===== config.mk =====
export PLATFORM = sky130hd
export DESIGN_NAME = cla_2stage_64_flat
export DESIGN_NICKNAME = d
export VERILOG_FILES = /design/src/rtl/cla_pkg.sv /design/src/rtl/cla_2stage_64_if.sv /design/src/rtl/cla_32.sv /design/src/rtl/cla_2stage_64.sv /design/src/flat_wrapper.sv
export SDC_FILE = /design/constraint.sdc
export NUM_CORES = 1
export LEC_CHECK = 0
export CAP_MARGIN = 25
export CORE_MARGIN = 2
export CORE_UTILIZATION = 35
export CTS_CLUSTER_SIZE = 25
export DETAILED_ROUTE_END_ITERATION = 10
export GPL_TIMING_DRIVEN = 0
export SKIP_CTS_REPAIR_TIMING = 1
export SLEW_MARGIN = 10
export SYNTH_ARGS = -nofsm -noshare
export SYNTH_HDL_FRONTEND = slang
export SYNTH_SLANG_ARGS = --single-unit

===== constraint.sdc =====
create_clock -name clock -period 3.94 [get_ports clock]
set_input_delay 0.788 -clock clock [delete_from_list [all_inputs] [get_ports clock]]
set_output_delay 0.788 -clock clock [all_outputs]
set_load 0.005 [all_outputs]

===== src/rtl/cla_pkg.sv =====
// Shared widths for the two-stage 64-bit carry-lookahead adder.
// Latency: n/a (constants only).
// Backpressure: n/a.
// Ports: none; DATA_W operand width, HALF_W per-stage width,
//        GROUP_W lookahead group width, NUM_GROUPS groups per half.
package cla_pkg;
  localparam int DATA_W     = 64;
  localparam int HALF_W     = 32;
  localparam int GROUP_W    = 4;
  localparam int NUM_GROUPS = HALF_W / GROUP_W;
  localparam int SUM_W      = DATA_W + 1;
endpackage


===== src/rtl/cla_2stage_64_if.sv =====
// Operand/result bundle for the two-stage 64-bit adder.
// Latency: n/a (wires only).
// Backpressure: none; the adder accepts a new pair every cycle.
// Signals: in_a, in_b (64b operands), out_sum (65b {carry, sum}).
interface cla_2stage_64_if;
  import cla_pkg::*;

  logic [DATA_W-1:0] in_a;
  logic [DATA_W-1:0] in_b;
  logic [SUM_W-1:0]  out_sum;

  // master drives operands and consumes the sum; slave is the adder
  modport master (output in_a, output in_b, input  out_sum);
  modport slave  (input  in_a, input  in_b, output out_sum);
endinterface


===== src/rtl/cla_32.sv =====
// 32-bit two-level carry-lookahead adder (4-bit groups, lookahead across groups).
// Latency: purely combinational.
// Backpressure: none.
// Ports: a, b (32b operands), cin -> sum (32b), cout.
module cla_32
  import cla_pkg::*;
(
  input  logic [HALF_W-1:0] a,
  input  logic [HALF_W-1:0] b,
  input  logic              cin,
  output logic [HALF_W-1:0] sum,
  output logic              cout
);

  logic [HALF_W-1:0]     g;
  logic [HALF_W-1:0]     p;
  logic [HALF_W-1:0]     c;        // carry into each bit
  logic [NUM_GROUPS-1:0] grp_g;
  logic [NUM_GROUPS-1:0] grp_p;
  logic [NUM_GROUPS:0]   gen_ext;  // {group generates, cin}: index 0 is cin
  logic [NUM_GROUPS:0]   grp_c;    // carry into each group, [NUM_GROUPS] is cout

  assign g = a & b;
  assign p = a ^ b;

  // Group generate/propagate; the 4-bit span is the only ripple-shaped term.
  always_comb begin : group_gp
    grp_g = '0;
    grp_p = '0;
    for (int k = 0; k < NUM_GROUPS; k++) begin
      grp_p[k] = 1'b1;
      for (int i = 0; i < GROUP_W; i++) begin
        grp_g[k] = g[k*GROUP_W+i] | (p[k*GROUP_W+i] & grp_g[k]);
        grp_p[k] = grp_p[k] & p[k*GROUP_W+i];
      end
    end
  end

  assign gen_ext = {grp_g, cin};

  // Second level: each group carry is a flat sum of products,
  // c[k+1] = OR_j ( gen_ext[j] & P[j..k] ), so no carry passes group to group.
  always_comb begin : group_carry
    logic term;
    term  = 1'b0;
    grp_c = '0;
    grp_c[0] = cin;
    for (int k = 0; k < NUM_GROUPS; k++) begin
      for (int j = 0; j <= k + 1; j++) begin
        term = gen_ext[j];
        for (int m = j; m <= k; m++) begin
          term = term & grp_p[m];
        end
        grp_c[k+1] = grp_c[k+1] | term;
      end
    end
  end

  // Bit carries inside a group start from the looked-ahead group carry.
  always_comb begin : bit_carry
    logic carry;
    carry = 1'b0;
    c     = '0;
    for (int k = 0; k < NUM_GROUPS; k++) begin
      carry = grp_c[k];
      for (int i = 0; i < GROUP_W; i++) begin
        c[k*GROUP_W+i] = carry;
        carry = g[k*GROUP_W+i] | (p[k*GROUP_W+i] & carry);
      end
    end
  end

  assign sum  = p ^ c;
  assign cout = grp_c[NUM_GROUPS];

endmodule


===== src/rtl/cla_2stage_64.sv =====
// 64-bit unsigned adder, low half in stage 1, high half plus carry in stage 2.
// Latency: 2 rising edges from operand sample to out_sum; 1 add per cycle.
// Backpressure: none; a new operand pair is taken every cycle.
// Ports: clock, reset (async, active-low), bus.slave (in_a, in_b -> out_sum).
module cla_2stage_64
  import cla_pkg::*;
(
  input  logic             clock,
  input  logic             reset,
  cla_2stage_64_if.slave   bus
);

  logic [HALF_W-1:0] lo_sum;
  logic              lo_cout;
  logic [HALF_W-1:0] hi_sum;
  logic              hi_cout;

  logic [HALF_W-1:0] s1_lo;
  logic              s1_c32;
  logic [HALF_W-1:0] s1_a_hi;
  logic [HALF_W-1:0] s1_b_hi;
  logic [SUM_W-1:0]  out_q;

  cla_32 u_cla_lo (
    .a    (bus.in_a[HALF_W-1:0]),
    .b    (bus.in_b[HALF_W-1:0]),
    .cin  (1'b0),
    .sum  (lo_sum),
    .cout (lo_cout)
  );

  // Upper half works on registered operands so the bit-31 carry crosses
  // the stage boundary through s1_c32.
  cla_32 u_cla_hi (
    .a    (s1_a_hi),
    .b    (s1_b_hi),
    .cin  (s1_c32),
    .sum  (hi_sum),
    .cout (hi_cout)
  );

  always_ff @(posedge clock or negedge reset) begin
    if (!reset) begin
      s1_lo   <= '0;
      s1_c32  <= 1'b0;
      s1_a_hi <= '0;
      s1_b_hi <= '0;
      out_q   <= '0;
    end else begin
      s1_lo   <= lo_sum;
      s1_c32  <= lo_cout;
      s1_a_hi <= bus.in_a[DATA_W-1:HALF_W];
      s1_b_hi <= bus.in_b[DATA_W-1:HALF_W];
      out_q   <= {hi_cout, hi_sum, s1_lo};
    end
  end

  assign bus.out_sum = out_q;

endmodule


===== src/flat_wrapper.sv =====
// flat-port wrapper written by rule: the top's interface ports become plain ports
module cla_2stage_64_flat import cla_pkg::*;
  (clock, reset, bus_in_a, bus_in_b, bus_out_sum);
  cla_2stage_64_if bus_i ();
  input  logic clock;
  input  logic reset;
  input wire logic [$bits(bus_i.in_a)-1:0] bus_in_a;
  input wire logic [$bits(bus_i.in_b)-1:0] bus_in_b;
  output wire logic [$bits(bus_i.out_sum)-1:0] bus_out_sum;
  assign bus_i.in_a = bus_in_a;
  assign bus_i.in_b = bus_in_b;
  assign bus_out_sum = bus_i.out_sum;
  cla_2stage_64 u_core (.clock(clock), .reset(reset), .bus(bus_i));
endmodule

==> summary.md <==
| Metric | Value |
|---|---|
| PwrDens | `472 nW/um2` |
| DR pass1 iterations | `4` |
| First DRT Iteration DRCs | `89` |
| Number of synthesized flops with an enable pin | `0` |
| Maximum VDD drop | `0.000241 V` |
| Die W | `141 um` |
| Core area | `18600 um2` |
| # DRC | `0` |
| Total grt overflow | `0` |
| WL final | `12900 um` |
| Total track usage | `13.6%` |
| Chip height | `141 um` |
| WP data arrival | `4550 ps` |
| Area of the multi-input gates | `2570 um2` |
| Synth Warn # | `0` |
| Drt wl/cell | `14.9 um` |
| CTS Buf Count | `17` |
| Worst Setup End Kind | `register` |
| Synth area leaders | `dfrtp_1 62%, fa_1 15%, ha_1 12%` |
| Post-synthesis register bit count | `162` |
| Ports | `195` |
| Clk_lat worst skew | `400 ps` |
| Fin worst setup slack | `-315 ps` |
| Max-cap viol count | `0` |
| Syn nets | `642` |
| Final-layout fill cell count | `1538` |
| Fin. max-slew vios | `0` |
| CTS root buf | `clkbuf_16` |
| Mapped Area | `6590 um2` |
| Max H-tree Level | `4` |
| Die Area | `19900 um2` |
| Vias per Instance | `4.48` |
| First-pass GRT wire length | `21200 um` |
| Final setup fails | `8` |
| Share of flip-flops with an asynchronous set or reset | `100%` |
| Largest net degree at the start of global routing | `101` |
| Startpoint class of the critical path | `input port` |
| GPL Wtd Cong | `0.720` |
| Netlist cell types | `33` |
| Number of port buffers | `194` |
| Ant diodes | `0` |
| Cell count after synthesis | `403` |
| Min Tclk post-route | `4250 ps` |
| Clk slew on worst S/H paths | `60 ps` |
| Syn Area/Cell | `16.3 um2` |
| Post-Place Setup Slack | `-1020 ps` |
| Area leader, netlist | `dfrtp_1` |
| CTS Sinks | `162` |
| Slew HR | `66.8%` |
| Final cycle utilization of the critical path | `108%` |
| Nets | `858` |
| Vias in the first global route | `4385` |
| Top cell type's share of synthesized area | `61.6%` |
| Seq/Total Area, Yosys | `61.6%` |
| Share of cells above drive strength 1 | `10.5%` |
| Required @ worst endpoint | `4230 ps` |
| Initial Util | `35.4%` |
| Slew of the pin with the lowest slew margin | `499 ps` |
| Critical Path Fanout Max | `3` |
| Cell Rows | `50` |
| Sequential Area | `4050 um2` |
| ANT nets after route | `0` |
| Path category of the worst min-delay check | `in -> async` |
| Clk_skew | `5.05 ps` |
| Failing checks | `setup timing` |
| Status | `complete, but fails checks` |
| TritonCTS clock tree | `done` |
| Clock Tree Buf Depth | `2` |
| Total negative setup slack | `-1100 ps` |
| Leakage | `4.23 nW` |
| WS Path Type | `in -> reg` |
| Synthesis-to-layout area growth | `45.4%` |
| DP HPWL | `10200 um` |
| Final Hold Fails | `0` |
| Synth Flop Type | `dfrtp_1` |
| Fmax | `0.235 GHz` |
| Initial antenna violation count | `0` |
| RSZ-0062 raised after global routing | `yes` |
| Vias | `3876` |
[routing by layer]
| metal | wire [um] | track usage [%] | part of all wire (%) | vias up |
|---|---|---|---|---|
| met5 | 0 | 0 | 0 | - |
| met4 | 288 | 5.05 | 2.2 | 0 |
| met3 | 850 | 4.93 | 6.6 | 17 |
| met2 | 6540 | 22.9 | 51 | 117 |
| met1 | 5200 | 16.2 | 40 | 1930 |
| li1 | - | - | - | 1812 |
[cells in the mapped netlist, types with 2 or more instances]
library cell  instances
and4_1                3
inv_1                12
xor2_1               15
nand2b_1              2
o21bai_1              2
a21oi_1              19
or2_2                 2
o21ai_1               2
a211o_1               2
a21o_1               14
nor2_1               11
nor3_1                2
o31a_1                2
o21ai_0               8
ha_1                 61
nor2b_1               2
a21oi_2               2
nand2_1               9
fa_1                 48
nand4_1               6
nand3_1               6
dfrtp_1             162
[cells by family after synthesis]
group,count (synthesis),synth area share (%)
AO/OA/AOI/OAI,61,6.19
buffers and inverters,12,0.684
XOR/XNOR,15,2.00
adder cells (fa/ha/maj),109,26.2
flip-flops,162,61.6
AND/OR/NAND/NOR,44,3.38
[per-stage QoR]
step                      area [um2]  cells  power (mW)  hold slack [ps]  util [%]
after detailed placement        8910    832        2.86              335      48.0
after global placement          8880    831        2.83              332      47.8
final                           9580    865        4.52              310      51.5
after global routing            9580    865        4.77              337      51.5
after CTS                       9530    863        4.60              316      51.3
after floorplan                 6650    403        2.28              331         -
[flip-flops by register name (all words and copies together) (netlist names)]
name,flops
u_core.s1_a_hi,32
u_core.s1_lo,32
u_core.s1_b_hi,32
u_core.s1_c32,1
u_core.bus.out_sum,65
[critical path: stages]
cell and delay, ps:
buf_6 100, ha_4 150, fa_2 390, fa_2 400, fa_2 380, a21oi_2 170, o22ai_2 100, o21ai_2 160
a211o_1 200, a31oi_4 110, o31a_1 340, fa_2 380, fa_2 370, fa_2 360, xor2_1 140
[placed cells by master, fill, tap and decap left out, drive strengths merged]
cell,instances
a211o,2
a211oi,1
a21o,14
a21oi,21
a221oi,1
a2bb2oi,1
a31o,1
a31oi,1
a41oi,1
and3,1
and4,3
buf,6
bufinv,4
clkbuf,18
clkdlybuf4s50,189
clkinv,5
clkinvlp,2
dfrtp,162
dlymetal6s2s,2
fa,48
ha,61
inv,14
nand2,9
nand2b,2
nand3,6
nand4,6
nor2,11
nor2b,2
nor3,2
o211ai,1
o21a,1
o21ai,11
o21bai,2
o22ai,1
o31a,2
or2,2
xor2,15
[report_power, final]
part           leakage [nW]  switching, mW  internal (mW)
Sequential             1.89         0.0804           1.90
Clock                 0.297          0.649           1.06
Combinational          2.05          0.318          0.507
Total                  4.23           1.05           3.47
[layout make-up]
type,count,area share (%)
timing repair buffer,197,20.8
tap,234,3.06
clock inverter,13,1.93
clock buffer,18,4.48
sequential,162,42.3
multi-input combinational,229,26.9
inverter,12,0.470
[worst paths after layout]
path	startpoint	to	slack, ps	cells after the start
worst max-delay path	bus_in_a[0]	u_core.s1_lo[31]	-310	15
worst min-delay path	reset	u_core.bus.out_sum[42]	310	1
worst max register to register	u_core.s1_b_hi[19]	u_core.bus.out_sum[63]	520	10
worst min register to register	u_core.s1_lo[13]	u_core.bus.out_sum[13]	350	0
max in group asynchronous	reset	u_core.s1_lo[0]	2790	2
min in group clock	u_core.s1_lo[13]	u_core.bus.out_sum[13]	350	0
Power figures use the tool's default switching activity.
